[config.mk]
export PLATFORM = sky130hd
export DESIGN_NAME = bus_glue_fanout
export DESIGN_NICKNAME = d
export VERILOG_FILES = /design/src/rtl/bus_glue_fanout_pkg.sv /design/src/rtl/bus_glue_rdpipe.sv /design/src/rtl/bus_glue_fanout.sv
export SDC_FILE = /design/constraint.sdc
export NUM_CORES = 1
export LEC_CHECK = 0
export ABC_AREA = 1
export CAP_MARGIN = 20
export CORE_AREA = 2 2 178 180
export CTS_BUF_LIST = sky130_fd_sc_hd__clkbuf_4
export DETAILED_ROUTE_END_ITERATION = 7
export DIE_AREA = 0 0 180 182
export DONT_BUFFER_PORTS = 1
export HOLD_SLACK_MARGIN = 0.02
export PLACE_DENSITY = 0.36
export RECOVER_POWER = 25
export SYNTH_ARGS = -nofsm -noshare
export SYNTH_HDL_FRONTEND = slang
export SYNTH_SLANG_ARGS = --single-unit
[constraint.sdc]
create_clock -name gb_clk -period 1.4 [get_ports gb_clk]
set_input_delay 0 -clock gb_clk [delete_from_list [all_inputs] [get_ports gb_clk]]
set_output_delay 0 -clock gb_clk [all_outputs]
set_load 0.01 [all_outputs]
[src/rtl/bus_glue_fanout_pkg.sv]
// Shared constants and read-tag layout for the fan-out bus glue.
package bus_glue_fanout_pkg;

   // Read value returned for accesses to a branch index that does not exist
   localparam logic [31:0] MISS_DATA_DEF = 32'hDEAD_0BAD;

   // Read tag layout, MSB down: {valid, hit, sel[selw-1:0]}
   function automatic int tag_w(input int selw);
      return selw + 2;
   endfunction

   function automatic int tag_hit_pos(input int selw);
      return selw;
   endfunction

   function automatic int tag_vld_pos(input int selw);
      return selw + 1;
   endfunction

   // Ceiling log2, usable in constant expressions
   function automatic int clog2(input int v);
      int r;
      r = 0;
      for (int i = 0; i < 31; i++)
         if ((1 << i) < v) r = i + 1;
      return r;
   endfunction

endpackage

[src/rtl/bus_glue_rdpipe.sv]
// Read tag delay line plus the registered return mux. The tag enters on the
// same edge as the branch read strobe and leaves when branch data is valid.
module bus_glue_rdpipe
   import bus_glue_fanout_pkg::*;
#(
   parameter int             NBR       = 4,
   parameter int             DW        = 32,
   parameter int             SELW      = 2,
   parameter int             BR_LAT    = 2,
   parameter logic [DW-1:0]  MISS_DATA = DW'(MISS_DATA_DEF)
) (
   input  logic              gb_clk_i,
   input  logic              gb_rst_ni,
   input  logic              rd_vld_i,
   input  logic              rd_hit_i,
   input  logic [SELW-1:0]   rd_sel_i,
   input  logic [NBR*DW-1:0] b_rdata_i,
   output logic [DW-1:0]     h_rdata_o,
   output logic              h_rvalid_o
);

   localparam int TW  = tag_w(SELW);
   localparam int HIT = tag_hit_pos(SELW);
   localparam int VLD = tag_vld_pos(SELW);

   logic [BR_LAT:0][TW-1:0] tag_q;
   logic [TW-1:0]           tag_in;
   logic [TW-1:0]           tag_ex;
   logic [DW-1:0]           mux_d;
   logic [DW-1:0]           rdata_q;
   logic                    rvalid_q;

   assign tag_in = {rd_vld_i, rd_hit_i, rd_sel_i};
   assign tag_ex = tag_q[BR_LAT];

   // Tag shift register: slot 0 aligns with b_rstb, slot BR_LAT with valid b_rdata
   always_ff @(posedge gb_clk_i or negedge gb_rst_ni) begin
      if (!gb_rst_ni) tag_q <= '0;
      else            tag_q <= {tag_q[BR_LAT-1:0], tag_in};
   end

   // Return mux: selected branch on a hit, fixed pattern on a miss
   always_comb begin
      mux_d = MISS_DATA;
      if (tag_ex[HIT])
         for (int i = 0; i < NBR; i++)
            if (tag_ex[SELW-1:0] == SELW'(i)) mux_d = b_rdata_i[i*DW +: DW];
   end

   // Host return register: data holds between reads, valid is a one-cycle pulse
   always_ff @(posedge gb_clk_i or negedge gb_rst_ni) begin
      if (!gb_rst_ni) begin
         rdata_q  <= '0;
         rvalid_q <= 1'b0;
      end else begin
         rvalid_q <= tag_ex[VLD];
         if (tag_ex[VLD]) rdata_q <= mux_d;
      end
   end

   assign h_rdata_o  = rdata_q;
   assign h_rvalid_o = rvalid_q;

endmodule

[src/rtl/bus_glue_fanout.sv]
// Registered host-to-N-branch bus bridge. Top address bits pick the branch,
// the rest is broadcast; unmapped branch accesses are counted and reads to
// them return a fixed pattern at the normal latency.
module bus_glue_fanout
   import bus_glue_fanout_pkg::*;
#(
   parameter int             AW        = 24,
   parameter int             DW        = 32,
   parameter int             NBR       = 4,
   parameter int             SELW      = 2,
   parameter int             BR_LAT    = 2,
   parameter int             REG_IN    = 1,
   parameter logic [DW-1:0]  MISS_DATA = DW'(MISS_DATA_DEF)
) (
   input  logic                      gb_clk,
   input  logic                      gb_rst_n,
   input  logic [AW-1:0]             h_addr,
   input  logic [DW-1:0]             h_wdata,
   input  logic                      h_wen,
   input  logic                      h_rstb,
   output logic [DW-1:0]             h_rdata,
   output logic                      h_rvalid,
   output logic [NBR*(AW-SELW)-1:0]  b_addr,
   output logic [NBR*DW-1:0]         b_wdata,
   output logic [NBR-1:0]            b_wen,
   output logic [NBR-1:0]            b_rstb,
   input  logic [NBR*DW-1:0]         b_rdata,
   output logic [15:0]               miss_count,
   input  logic                      miss_clr
);

   localparam int LAW = AW - SELW;
   // Every select code maps to a branch, so nothing can miss
   localparam bit ALL_MAPPED = (NBR == (1 << SELW)) && (clog2(NBR) == SELW);

   logic [AW-1:0]         addr_s;
   logic [DW-1:0]         wdata_s;
   logic                  wen_s, rstb_s, clr_s;
   logic [SELW-1:0]       sel;
   logic                  hit, miss;
   logic [NBR-1:0]        wen_d, rstb_d;
   logic [NBR*LAW-1:0]    b_addr_q;
   logic [NBR*DW-1:0]     b_wdata_q;
   logic [NBR-1:0]        b_wen_q, b_rstb_q;
   logic [15:0]           miss_q;

   // miss_clr travels with the host inputs so a clear and an access issued in
   // the same host cycle meet at the counter on the same edge.
   generate
      if (REG_IN != 0) begin : g_regin
         logic [AW-1:0] addr_q;
         logic [DW-1:0] wdata_q;
         logic          wen_q, rstb_q, clr_q;

         // Input capture stage
         always_ff @(posedge gb_clk or negedge gb_rst_n) begin
            if (!gb_rst_n) begin
               addr_q  <= '0;
               wdata_q <= '0;
               wen_q   <= 1'b0;
               rstb_q  <= 1'b0;
               clr_q   <= 1'b0;
            end else begin
               addr_q  <= h_addr;
               wdata_q <= h_wdata;
               wen_q   <= h_wen;
               rstb_q  <= h_rstb;
               clr_q   <= miss_clr;
            end
         end

         assign addr_s  = addr_q;
         assign wdata_s = wdata_q;
         assign wen_s   = wen_q;
         assign rstb_s  = rstb_q;
         assign clr_s   = clr_q;
      end else begin : g_comb
         assign addr_s  = h_addr;
         assign wdata_s = h_wdata;
         assign wen_s   = h_wen;
         assign rstb_s  = h_rstb;
         assign clr_s   = miss_clr;
      end
   endgenerate

   assign sel  = addr_s[AW-1 -: SELW];
   assign hit  = ALL_MAPPED || (int'(sel) < NBR);
   assign miss = (wen_s | rstb_s) & ~hit;

   // Strobe steering: only an existing branch matching sel can fire
   always_comb begin
      wen_d  = '0;
      rstb_d = '0;
      for (int i = 0; i < NBR; i++)
         if (int'(sel) == i) begin
            wen_d[i]  = wen_s;
            rstb_d[i] = rstb_s;
         end
   end

   // Branch stage: broadcast address/data, registered per-branch strobes
   always_ff @(posedge gb_clk or negedge gb_rst_n) begin
      if (!gb_rst_n) begin
         b_addr_q  <= '0;
         b_wdata_q <= '0;
         b_wen_q   <= '0;
         b_rstb_q  <= '0;
      end else begin
         b_addr_q  <= {NBR{addr_s[LAW-1:0]}};
         b_wdata_q <= {NBR{wdata_s}};
         b_wen_q   <= wen_d;
         b_rstb_q  <= rstb_d;
      end
   end

   // Saturating miss counter; clear beats a coincident increment
   always_ff @(posedge gb_clk or negedge gb_rst_n) begin
      if (!gb_rst_n)                      miss_q <= '0;
      else if (clr_s)                     miss_q <= '0;
      else if (miss && miss_q != 16'hFFFF) miss_q <= miss_q + 16'd1;
   end

   assign b_addr     = b_addr_q;
   assign b_wdata    = b_wdata_q;
   assign b_wen      = b_wen_q;
   assign b_rstb     = b_rstb_q;
   assign miss_count = miss_q;

   bus_glue_rdpipe #(
      .NBR       (NBR),
      .DW        (DW),
      .SELW      (SELW),
      .BR_LAT    (BR_LAT),
      .MISS_DATA (MISS_DATA)
   ) u_rdpipe (
      .gb_clk_i   (gb_clk),
      .gb_rst_ni  (gb_rst_n),
      .rd_vld_i   (rstb_s),
      .rd_hit_i   (hit),
      .rd_sel_i   (sel),
      .b_rdata_i  (b_rdata),
      .h_rdata_o  (h_rdata),
      .h_rvalid_o (h_rvalid)
   );

endmodule
==> results of run 1 <==
[cells by family after synthesis]
kind of cell	Yosys count	share of synthesized area, %
other cells	2	0.106
simple gates	277	15.7
flops	165	58.5
buf+inv	262	23.7
compound gates	28	1.99
[synth_stat cells (all sizes together)]
library cell	n	share of area [%]
conb	2	0.11
a21oi	19	1.3
dfrtp	165	59
nor3	8	0.57
nand3	41	2.9
o21ai	9	0.64
clkbuf	10	0.53
nand2	162	8.7
inv	63	3.4
nor2	66	3.6
buf	189	20
[through the flow]
stage	std cells	utilization [%]	setup TNS, ps	hold WS (ps)	setup WS, ps
3_5_place_dp	972	20.6	-20.6	-292	-20.6
3_3_place_gp	972	20.6	0	-292	29.7
2_1_floorplan	749	-	0	-296	157
==> out/qor.yml, run 1 <==
start_util_pct: 22.8
htreeDepth: 4
status: "stopped before the end"
gp_congestion: 0.813
root_buffer: "clkbuf_4"
io_buffers: 0
synth.cell_area_mm2: 0.00706
ctsResizeCount: 2
die_x_um: 180
dp_hpwl_mm: 12.5
cts_setup_buffers: 0
lastStage: "clock tree synthesis (4_1_cts)"
synth_cells: 734
die_y_um: 182
ys_ff_latch: 165
synth-seq-area-share_pct: 58.5
place_area_mm2: 0.00638
synth_cell_types: 15
stop_error: "[ERROR RSZ-0060] Max buffer count reached."
cts_inserted_buffers: 17
cts.path.max_buffers: 2
ios: 462
synth_warnings: 0
avgSynthCellArea_um2: 9.62
cts_sinks: 165
num_rows: 65
postCtsHoldBufs: 202
==> run 2, diff against run 1 <==
CTS_BUF_LIST = unset   (was sky130_fd_sc_hd__clkbuf_4)
HOLD_SLACK_MARGIN = unset   (was 0.02)
PLACE_DENSITY = unset   (was 0.36)
PLACE_DENSITY_LB_ADDON = 0.15   (was unset)
==> run 2 against run 1 <==
Compared with the run above:
- the flow now finishes, with violations (hold timing)
- synthesized cell count unchanged
- area after synthesis unchanged
==> out/qor.yml, run 2 <==
status: "finished with violations"  # was stopped before the end
violations: "hold timing"
htreeDepth: 4  # unchanged
synth_cells: 734  # unchanged
yosysMostFrequentCell: "buf_4"  # unchanged
final_cell_mix: "dlygate4sd3_1, dfrtp_1, nand2_1"
critical_path_class: "flip-flop to flip-flop"
cts_tree: "done"
p_leak_nw: 4.15
initialDrtViolationCount: 273
grt_overflow_total: 0
hold_class: "input pin to async pin"
grt_pass1_vias: 5045
crit_fanout: 17
sw_frac_of_total_pct: 25.9
ios: 462  # unchanged
cts_sinks: 165  # unchanged
hold_ws_ps: -745
startpoint_type: "flip-flop"
irDropWorstVdd_uv: 827
ys_ff_latch: 165  # unchanged
ys_top_cells_by_area: "dfrtp_1, buf_4, nand2_1"  # unchanged
die_y_um: 182  # unchanged
setup_ws_ps: 46.1
internal_power_w: 0.00829
postCtsHoldBufs: 186  # was 202
drv_cap: 0
start_util_pct: 22.8  # unchanged
avgSynthCellArea_um2: 9.62  # unchanged
die_area_mm2: 0.0328
ys.flop_type: "dfrtp_1"  # unchanged
p_sw_w: 0.00290
insertion_delay_ps: 440
cts_setup_buffers: 0  # unchanged
root_buffer: "clkbuf_16"  # was clkbuf_4
tns_ps: 0
routed_wl_mm: 18.8
pwr-share-clk_pct: 42.0
synthArstFlopShare_pct: 100  # unchanged
fin_skew_ps: 8.59
synth_warnings: 0  # unchanged
synth_common_cells: "buf_4, dfrtp_1, nand2_1, nor2_1, inv_1"  # unchanged
cts_inserted_buffers: 17  # unchanged
final_common_cell: "dlygate4sd3_1"
nNetsFinal: 965
path_clk_slew_ps: 70
drt_pass1_iterations: 5
vias: 4739
reg2regPathDepth: 5
cts.path.max_buffers: 2  # unchanged
fmax_mhz: 739
gp_congestion: 0.805  # was 0.813
cp-end-kind: "flip-flop"
via_per_inst: 3.98
layout_min_cycle_time_ps: 1350
place_ws_ps: -22.3  # was -20.6 ps
dp_hpwl_mm: 12.5  # about the same
slew_violations: 0
drive_gt1_share_pct: 7.73
fill_cells: 3202
finalHoldViolations: 165
final_antenna_net_count: 0
final_core_util_pct: 28.6
seqPwrFrac_pct: 49.3
synth_cell_types: 15  # unchanged
drt-wirelength-per-cell_um: 15.8
antenna_found_initial: 0
num_antenna_cells: 0
drc: 0
powerDensity_mw_per_mm2: 1260
io_buffers: 0  # unchanged
synth_top_area_share_pct: 58.5  # unchanged
rsz0062_at_grt: "yes"
syn2layout_area_growth_pct: 25.7
synth.cell_area_mm2: 0.00706  # unchanged
synth-seq-area-share_pct: 58.5  # unchanged
worstPathArrival_ps: 1660
core-area_mm2: 0.0310
period_share_pct: 96.7
power_frac_comb_pct: 8.7
synth_edf_count: 0  # unchanged
grt_usage_pct: 11.5
synth.largest_area_cell: "dfrtp_1"  # unchanged
critPathRequiredTime_ps: 1710
num_rows: 65  # unchanged
die_x_um: 180  # unchanged
grt_pass1_wl_mm: 28.4
grt_max_degree: 166
finalSetupViolations: 0
==> run 2: cell counts after synthesis <==
No cell type changed its count.
==> run 2: metrics by stage <==
step                instances  instance area, um2  total power (W)
CTS                      1191                8870           0.0114
floorplan                 749                7110          0.00624
global placement          973                6410          0.00614
detailed placement        973                6410          0.00614
finish                   1191                8870           0.0112
global route             1191                8870           0.0118
==> run 2: kinds of logic (layout without fill, tap and decap cells) <==
group	count (synthesis)	in the layout	synth area share, %
buffers and inverters	262	302	23.7
flip-flops	165	165	58.5
AO/OA/AOI/OAI	28	28	1.99
other	2	17	0.106
AND/OR/NAND/NOR	277	277	15.7
==> run 2: power groups by stage <==
stage	sequential (W)	clock, W	combinational (W)
2_1_floorplan	0.00537	0	0.000864
3_3_place_gp	0.00561	0	0.000527
3_5_place_dp	0.00561	0	0.000534
4_1_cts	0.00552	0.00491	0.000962
5_1_grt	0.00556	0.00513	0.00107
6_report	0.00551	0.00470	0.000973
==> run 2: what timing repair did <==
item	CTS	global route
endpoints found under the setup margin	6	6
hold endpoints to repair	255	165
resized for setup	3	1
pin swaps	0	0
==> run 2: cell type report <==
cell class	count	area, um2	share of cell area (%)
flip-flops and latches	165	4130	46.6
repair buffers	207	2090	23.6
multi-input cells	322	1320	14.8
well taps	402	503	5.67
clock buffers	19	443	4.99
inverters	63	236	2.66
clock inverters	13	150	1.69
==> run 2: final timing paths <==
check / from / end / slack (ps)
setup / recovery: u_rdpipe.tag_ex[1] / u_rdpipe.h_rdata_o[0] / 50
min in group gb_clk: h_wdata[16] / g_regin.wdata_q[16] / 110
hold / removal: gb_rst_n / u_rdpipe.h_rdata_o[17] / -750
hold reg to reg: addr_s[16] / b_addr[82] / 350
max in group asynchronous: gb_rst_n / g_regin.wdata_q[30] / 1760
setup reg to reg: u_rdpipe.tag_ex[1] / u_rdpipe.h_rdata_o[0] / 50
==> run 2: critical path, cell delays in order, from the launching register on <==
cell and delay (ps):
dfrtp_2 470, nor2_2 220, buf_12 180, nand2_1 60, nand3_1 170, a21oi_1 100
==> run 2: routing by layer <==
layer	up-vias	global-route usage (%)	share of wire, %	wire length [um]
met5	-	0	0	0
li1	2102	-	-	-
met2	285	19.0	50	9460
met1	2294	12.7	38	7190
met4	0	7.06	4.1	771
met3	58	4.11	7.3	1380
Power figures use the tool's default switching activity.
==> run 3, diff against run 2 <==
BUFFER_PORTS_ARGS = -buffer_cell sky130_fd_sc_hd__buf_4   (was unset)
CORE_AREA = 4 4 175 177   (was 2 2 178 180)
DIE_AREA = 0 0 179 181   (was 0 0 180 182)
DONT_BUFFER_PORTS = unset   (was 1)
SKIP_CTS_REPAIR_TIMING = 1   (was unset)
==> run 3 against run 2 <==
Compared with the run above:
- the run still ends with hold timing left
- sequential share of layout area decreased by 12 points
- utilization increased by 12 points
- via count increased by 27%
==> out/qor.yml, run 3 (synthesized netlist as in run 2, its figures left out) <==
drt_pass1_iterations: 4  # was 5
drt-wirelength-per-cell_um: 14.7  # was 15.8 um
syn2layout_area_growth_pct: 68.3  # was 25.7%
gp_congestion: 0.819  # was 0.805
dp_hpwl_mm: 17.4  # was 12.5 mm
p_leak_nw: 6.17  # was 4.15 nW
cts.path.max_buffers: 2  # unchanged
fill_cells: 2859  # was 3202
antenna_found_initial: 0  # unchanged
rsz0062_at_grt: "no"  # was yes
final_core_util_pct: 40.6  # was 28.6%
powerDensity_mw_per_mm2: 1050  # was 1260 mW/mm2
cts_sinks: 165  # unchanged
hold_class: "input pin to flip-flop"  # was input pin to async pin
ios: 462  # unchanged
endpoint: "u_rdpipe.h_rdata_o[8]"  # was u_rdpipe.h_rdata_o[0]
total_power_w: 0.0125  # was 0.0112 W
grt_pass1_wl_mm: 32.5  # was 28.4 mm
htreeDepth: 4  # unchanged
startpoint_type: "flip-flop"  # unchanged
worst_pin_slew_ps: 1010
grt_usage_pct: 13.2  # was 11.5%
grt_pass1_vias: 5462  # was 5045
drive_gt1_share_pct: 42.5  # was 7.73%
drv_cap: 0  # unchanged
routed_wl_mm: 23.3  # was 18.8 mm
r2r_end: "u_rdpipe.h_rdata_o[8]"  # was u_rdpipe.h_rdata_o[0]
crit_chain: "nand2_2 -> inv_2 -> buf_12 -> nor2_1 -> nand3_1 -> a21oi_1"  # was nor2_2 -> buf_12 -> nand2_1 -> nand3_1 -> a21oi_1
core-area_mm2: 0.0292  # was 0.0310 mm2
insertion_delay_ps: 420  # was 440 ps
placed_cells: 1408  # was 973
multiInputGateArea_mm2: 0.00131  # was 0.00132 mm2
critical_path_class: "flip-flop to flip-flop"  # unchanged
die_area_mm2: 0.0324  # was 0.0328 mm2
irDropWorstVdd_uv: 693  # was 827 uV
cp-end-kind: "flip-flop"  # unchanged
vias: 6028  # was 4739
final_cell_mix: "buf_4, dfrtp_1, nand2_1"  # was dlygate4sd3_1, dfrtp_1, nand2_1
finalHoldViolations: 18  # was 165
root_buffer: "clkbuf_16"  # unchanged
start_util_pct: 24.1  # was 22.8%
worst-r2r-setup-slack_ps: 90  # was 50 ps
violations: "hold timing"  # unchanged
fmax_mhz: 764  # was 739 MHz
final_antenna_net_count: 0  # unchanged
die_x_um: 179  # was 180 um
layout_min_cycle_time_ps: 1310  # was 1350 ps
finalSetupViolations: 0  # unchanged
cp_slowest_cell: "dfrtp_2"  # unchanged
fin_skew_ps: 15.0  # was 8.59 ps
initialDrtViolationCount: 198  # was 273
die_y_um: 181  # was 182 um
reg2regPathDepth: 6  # was 5
path_clk_slew_ps: 70  # about the same
drc: 0  # unchanged
grt_max_degree: 44  # was 166
slew_violations: 0  # unchanged
grt_overflow_total: 0  # unchanged
hold_ws_ps: -32.2  # was -745 ps
critPathRequiredTime_ps: 1740  # was 1710 ps
cts_tree: "done"  # unchanged
num_rows: 63  # was 65
worstPathArrival_ps: 1650  # was 1660 ps
maxSlewHeadroom_pct: 32.8
period_share_pct: 93.5  # was 96.7%
seqCellArea_mm2: 0.00413  # unchanged
cpPeakStageDelay_ps: 470  # about the same
num_antenna_cells: 0  # unchanged
timing.rr.start: "u_rdpipe.tag_ex[0]"  # was u_rdpipe.tag_ex[1]
fin_cells: 1586  # was 1191
final_common_cell: "buf_4"  # was dlygate4sd3_1
status: "finished with violations"  # unchanged
nNetsFinal: 1372  # was 965
io_buffers: 444  # was 0
crit_fanout: 19  # was 17
critical_path.startpoint: "u_rdpipe.tag_ex[0]"  # was u_rdpipe.tag_ex[1]
cts_inserted_buffers: 17  # unchanged
via_per_inst: 3.80  # was 3.98
## run 3: cell types whose count changed in the layout (fill, tap and decap cells not counted), sizes merged
cell         change
inv              +9
buf            +388
clkbuf          +58
clkinv           -5
dlygate4sd3     -40
clkinvlp         -3
## run 3: worst min path at each step
| stage | depth (start not counted) | endpoint | slack (ps) | from |
|---|---|---|---|---|
| 3_5_place_dp | 1 | b_wdata[108] | -60 | gb_rst_n |
| 2_1_floorplan | 0 | addr_s[0] | -300 | gb_rst_n |
| 4_1_cts | 1 | g_regin.wdata_q[15] | -530 | gb_rst_n |
| 3_3_place_gp | 1 | b_wdata[111] | -60 | gb_rst_n |
| 6_report | 5 | u_rdpipe.h_rdata_o[11] | -30 | b_rdata[75] |
| 5_1_grt | 5 | u_rdpipe.h_rdata_o[23] | -0.2 | b_rdata[23] |
## run 3: metal layers
| layer | track usage [%] | routed length, um | part of all wire, % |
|---|---|---|---|
| met2 | 22.7 | 12000 | 52 |
| met4 | 4.11 | 446 | 1.9 |
| met1 | 16.1 | 9310 | 40 |
| met3 | 3.47 | 1500 | 6.4 |
| met5 | 0 | 0 | 0 |
## run 3: metrics by stage
step | hold WS, ps | setup slack (ps) | instance area [um2] | setup TNS [ps]
floorplan | -296 | 157 | 7110 | 0
global placement | -58.2 | 36.3 | 9810 | 0
detailed placement | -62.2 | 4.55 | 9810 | 0
CTS | -534 | -1.71 | 10400 | -1.71
global route | -0.150 | 15.1 | 11900 | 0
finish | -32.2 | 91.2 | 11900 | 0
## run 3: area by class of cell
| class | instances | share of cell area, % |
|---|---|---|
| repair buffers | 614 | 42.9 |
| flip-flops and latches | 165 | 34.8 |
| multi-input cells | 322 | 11.0 |
| well taps | 390 | 4.11 |
| clock buffers | 18 | 3.70 |
| inverters | 63 | 1.99 |
| clock inverters | 14 | 1.48 |
## run 3: worst max-delay path, delay by kind of cell, from the launching register on
family,cells,cell delay [ps]
flops,1,470
simple gates,3,400
buf+inv,2,210
compound gates,1,150
## run 3: where the power goes
| group | total [W] | internal [W] | switching (W) |
|---|---|---|---|
| combinational | 0.00227 | 0.00130 | 0.000974 |
| sequential | 0.00524 | 0.00505 | 0.000195 |
| clock | 0.00496 | 0.00278 | 0.00218 |
==> run 4, diff against run 3 <==
CAP_MARGIN = 40   (was 20)
MAX_ROUTING_LAYER = met4   (was unset)
REMOVE_ABC_BUFFERS = 1   (was unset)
==> run 4 against run 3 <==
Compared with the run above:
- the flow still finishes with violations (hold timing)
- highest routed layer unchanged
- fmax is 1.6% higher
- total power is 1.4% lower
- sequential power hardly changed
- final cell count is 0.76% higher
- via count is 1.2% higher
==> out/qor.yml, run 4 (synthesized netlist as in run 2, its figures left out) <==
violations: "hold timing"  # unchanged
fmax_mhz: 776  # was 764 MHz
nNetsFinal: 1383  # was 1372
path_buf_inv: 1  # was 2
slew_violations: 0  # unchanged
cts_inserted_buffers: 17  # unchanged
cp-end-kind: "flip-flop"  # unchanged
gp_congestion: 0.752  # was 0.819
p_sw_w: 0.00353  # was 0.00335 W
startpoint_type: "flip-flop"  # unchanged
finalHoldViolations: 12  # was 18
grt_usage_pct: 15.3  # was 13.2%
hold_end: "u_rdpipe.h_rdata_o[4]"  # was u_rdpipe.h_rdata_o[11]
reg2regPathDepth: 6  # unchanged
drt-wirelength-per-cell_um: 16.4  # was 14.7 um
hold_ws_ps: -51.4  # was -32.2 ps
cp_slowest_cell: "dfrtp_2"  # unchanged
die_y_um: 181  # unchanged
worstPathArrival_ps: 1640  # was 1650 ps
sw_frac_of_total_pct: 28.7  # was 26.9%
vias: 6103  # was 6028
crit_chain: "nor2_4 -> buf_6 -> nand2_1 -> nand3_1 -> nand2_1 -> a21oi_1"  # was nand2_2 -> inv_2 -> buf_12 -> nor2_1 -> nand3_1 -> a21oi_1
crit_fanout: 9  # was 19
insertion_delay_ps: 430  # was 420 ps
grt_pass1_vias: 5656  # was 5462
final_antenna_net_count: 0  # unchanged
ios: 462  # unchanged
period_share_pct: 92.0  # was 93.5%
internal_power_w: 0.00877  # was 0.00913 W
drc: 0  # unchanged
drv_cap: 0  # unchanged
cts.path.max_buffers: 2  # unchanged
worst_pin_slew_ps: 681  # was 1010 ps
final_cell_mix: "buf_4, dfrtp_1, nand2_1"  # unchanged
power_frac_comb_pct: 18.7  # was 18.2%
root_buffer: "clkbuf_16"  # unchanged
num_rows: 63  # unchanged
syn2layout_area_growth_pct: 69.1  # was 68.3%
finalSetupViolations: 0  # unchanged
drive_gt1_share_pct: 42.2  # was 42.5%
via_per_inst: 3.82  # was 3.80
antenna_found_initial: 1  # was 0
hold_start: "b_rdata[68]"  # was b_rdata[75]
r2r_end: "u_rdpipe.h_rdata_o[25]"  # was u_rdpipe.h_rdata_o[8]
cts_tree: "done"  # unchanged
htreeDepth: 4  # unchanged
fin_area_mm2: 0.0119  # about the same
pwr-share-clk_pct: 38.6  # was 39.8%
final_common_cell: "buf_4"  # unchanged
whs_path_depth: 5  # unchanged
critPathTopFamily: "flip-flops"  # unchanged
cpPeakStageDelay_ps: 490  # was 470 ps
grt_pass1_wl_mm: 35.3  # was 32.5 mm
initialDrtViolationCount: 242  # was 198
dp_hpwl_mm: 19.9  # was 17.4 mm
seqPwrFrac_pct: 42.7  # was 42.0%
status: "finished with violations"  # unchanged
fin_skew_ps: 26.9  # was 15.0 ps
rsz0062_at_grt: "no"  # unchanged
crit_top_cell: "nand2_1"
die_x_um: 179  # unchanged
layout_min_cycle_time_ps: 1290  # was 1310 ps
worst-r2r-setup-slack_ps: 110  # was 90 ps
io_buffers: 444  # unchanged
timing.rr.start: "u_rdpipe.tag_ex[0]"  # unchanged
tns_ps: 0  # unchanged
critPathRequiredTime_ps: 1760  # was 1740 ps
critical_path_class: "flip-flop to flip-flop"  # unchanged
start_util_pct: 24.1  # unchanged
die_area_mm2: 0.0324  # unchanged
final_core_util_pct: 40.8  # was 40.6%
grt_overflow_total: 0  # unchanged
irDropWorstVdd_uv: 622  # was 693 uV
powerDensity_mw_per_mm2: 1030  # was 1050 mW/mm2
cts_sinks: 165  # unchanged
hold_class: "input pin to flip-flop"  # unchanged
drt_pass1_iterations: 4  # unchanged
p_leak_nw: 6.18  # was 6.17 nW
core-area_mm2: 0.0292  # unchanged
place_area_mm2: 0.00978  # was 0.00981 mm2
maxSlewHeadroom_pct: 54.6  # was 32.8%
path_clk_slew_ps: 80  # was 70 ps
grt_max_degree: 66  # was 44
routed_wl_mm: 26.3  # was 23.3 mm
## run 4: layout make-up
type | instances | area, um2
diodes | 1 | 2.50
clock buffers | 17 | 425
clock inverters | 15 | 180
fillers | 2919 | 17300
inverters | 63 | 236
multi-input cells | 322 | 1320
flip-flops and latches | 165 | 4130
well taps | 390 | 488
repair buffers | 625 | 5150
## run 4: power by group through the flow
stage | logic [W] | clock network (W) | registers, W
floorplan | 0.000323 | 0 | 0.00553
global placement | 0.00198 | 0 | 0.00535
detailed placement | 0.00198 | 0 | 0.00535
CTS | 0.00198 | 0.00494 | 0.00527
global route | 0.00250 | 0.00514 | 0.00530
finish | 0.00230 | 0.00475 | 0.00526
## run 4: through the flow
step | std cells | power, W | setup slack [ps]
detailed placement | 1410 | 0.00733 | 9.98
global placement | 1410 | 0.00732 | 46.6
floorplan | 550 | 0.00585 | -360
CTS | 1442 | 0.0122 | -36.6
global route | 1598 | 0.0129 | 5.31
finish | 1598 | 0.0123 | 112
## run 4: worst reg2reg max path: stages, from the launching register on
cell and delay [ps]:
dfrtp_2 490, nor2_4 190, buf_6 180, nand2_1 80
nand3_1 80, nand2_1 80, a21oi_1 130
## run 4: worst max-delay path by stage
stage                            start                endpoint  slack (ps)  depth (start not counted)
floorplan           u_rdpipe.tag_ex[0]   u_rdpipe.h_rdata_o[0]        -360                          6
global placement    u_rdpipe.tag_ex[0]  u_rdpipe.h_rdata_o[23]          50                          6
detailed placement  u_rdpipe.tag_ex[0]  u_rdpipe.h_rdata_o[23]          10                          6
CTS                 u_rdpipe.tag_ex[0]  u_rdpipe.h_rdata_o[23]         -40                          6
global route        u_rdpipe.tag_ex[0]  u_rdpipe.h_rdata_o[25]           5                          6
finish              u_rdpipe.tag_ex[0]  u_rdpipe.h_rdata_o[25]         110                          6
## run 4: layer usage
metal	vias up	wire [um]	global-route usage (%)
li1	2946	-	-
met1	2870	10000	17.0
met2	271	13900	26.8
met3	16	2080	5.11
met4	0	244	3.13
met5	-	0	-
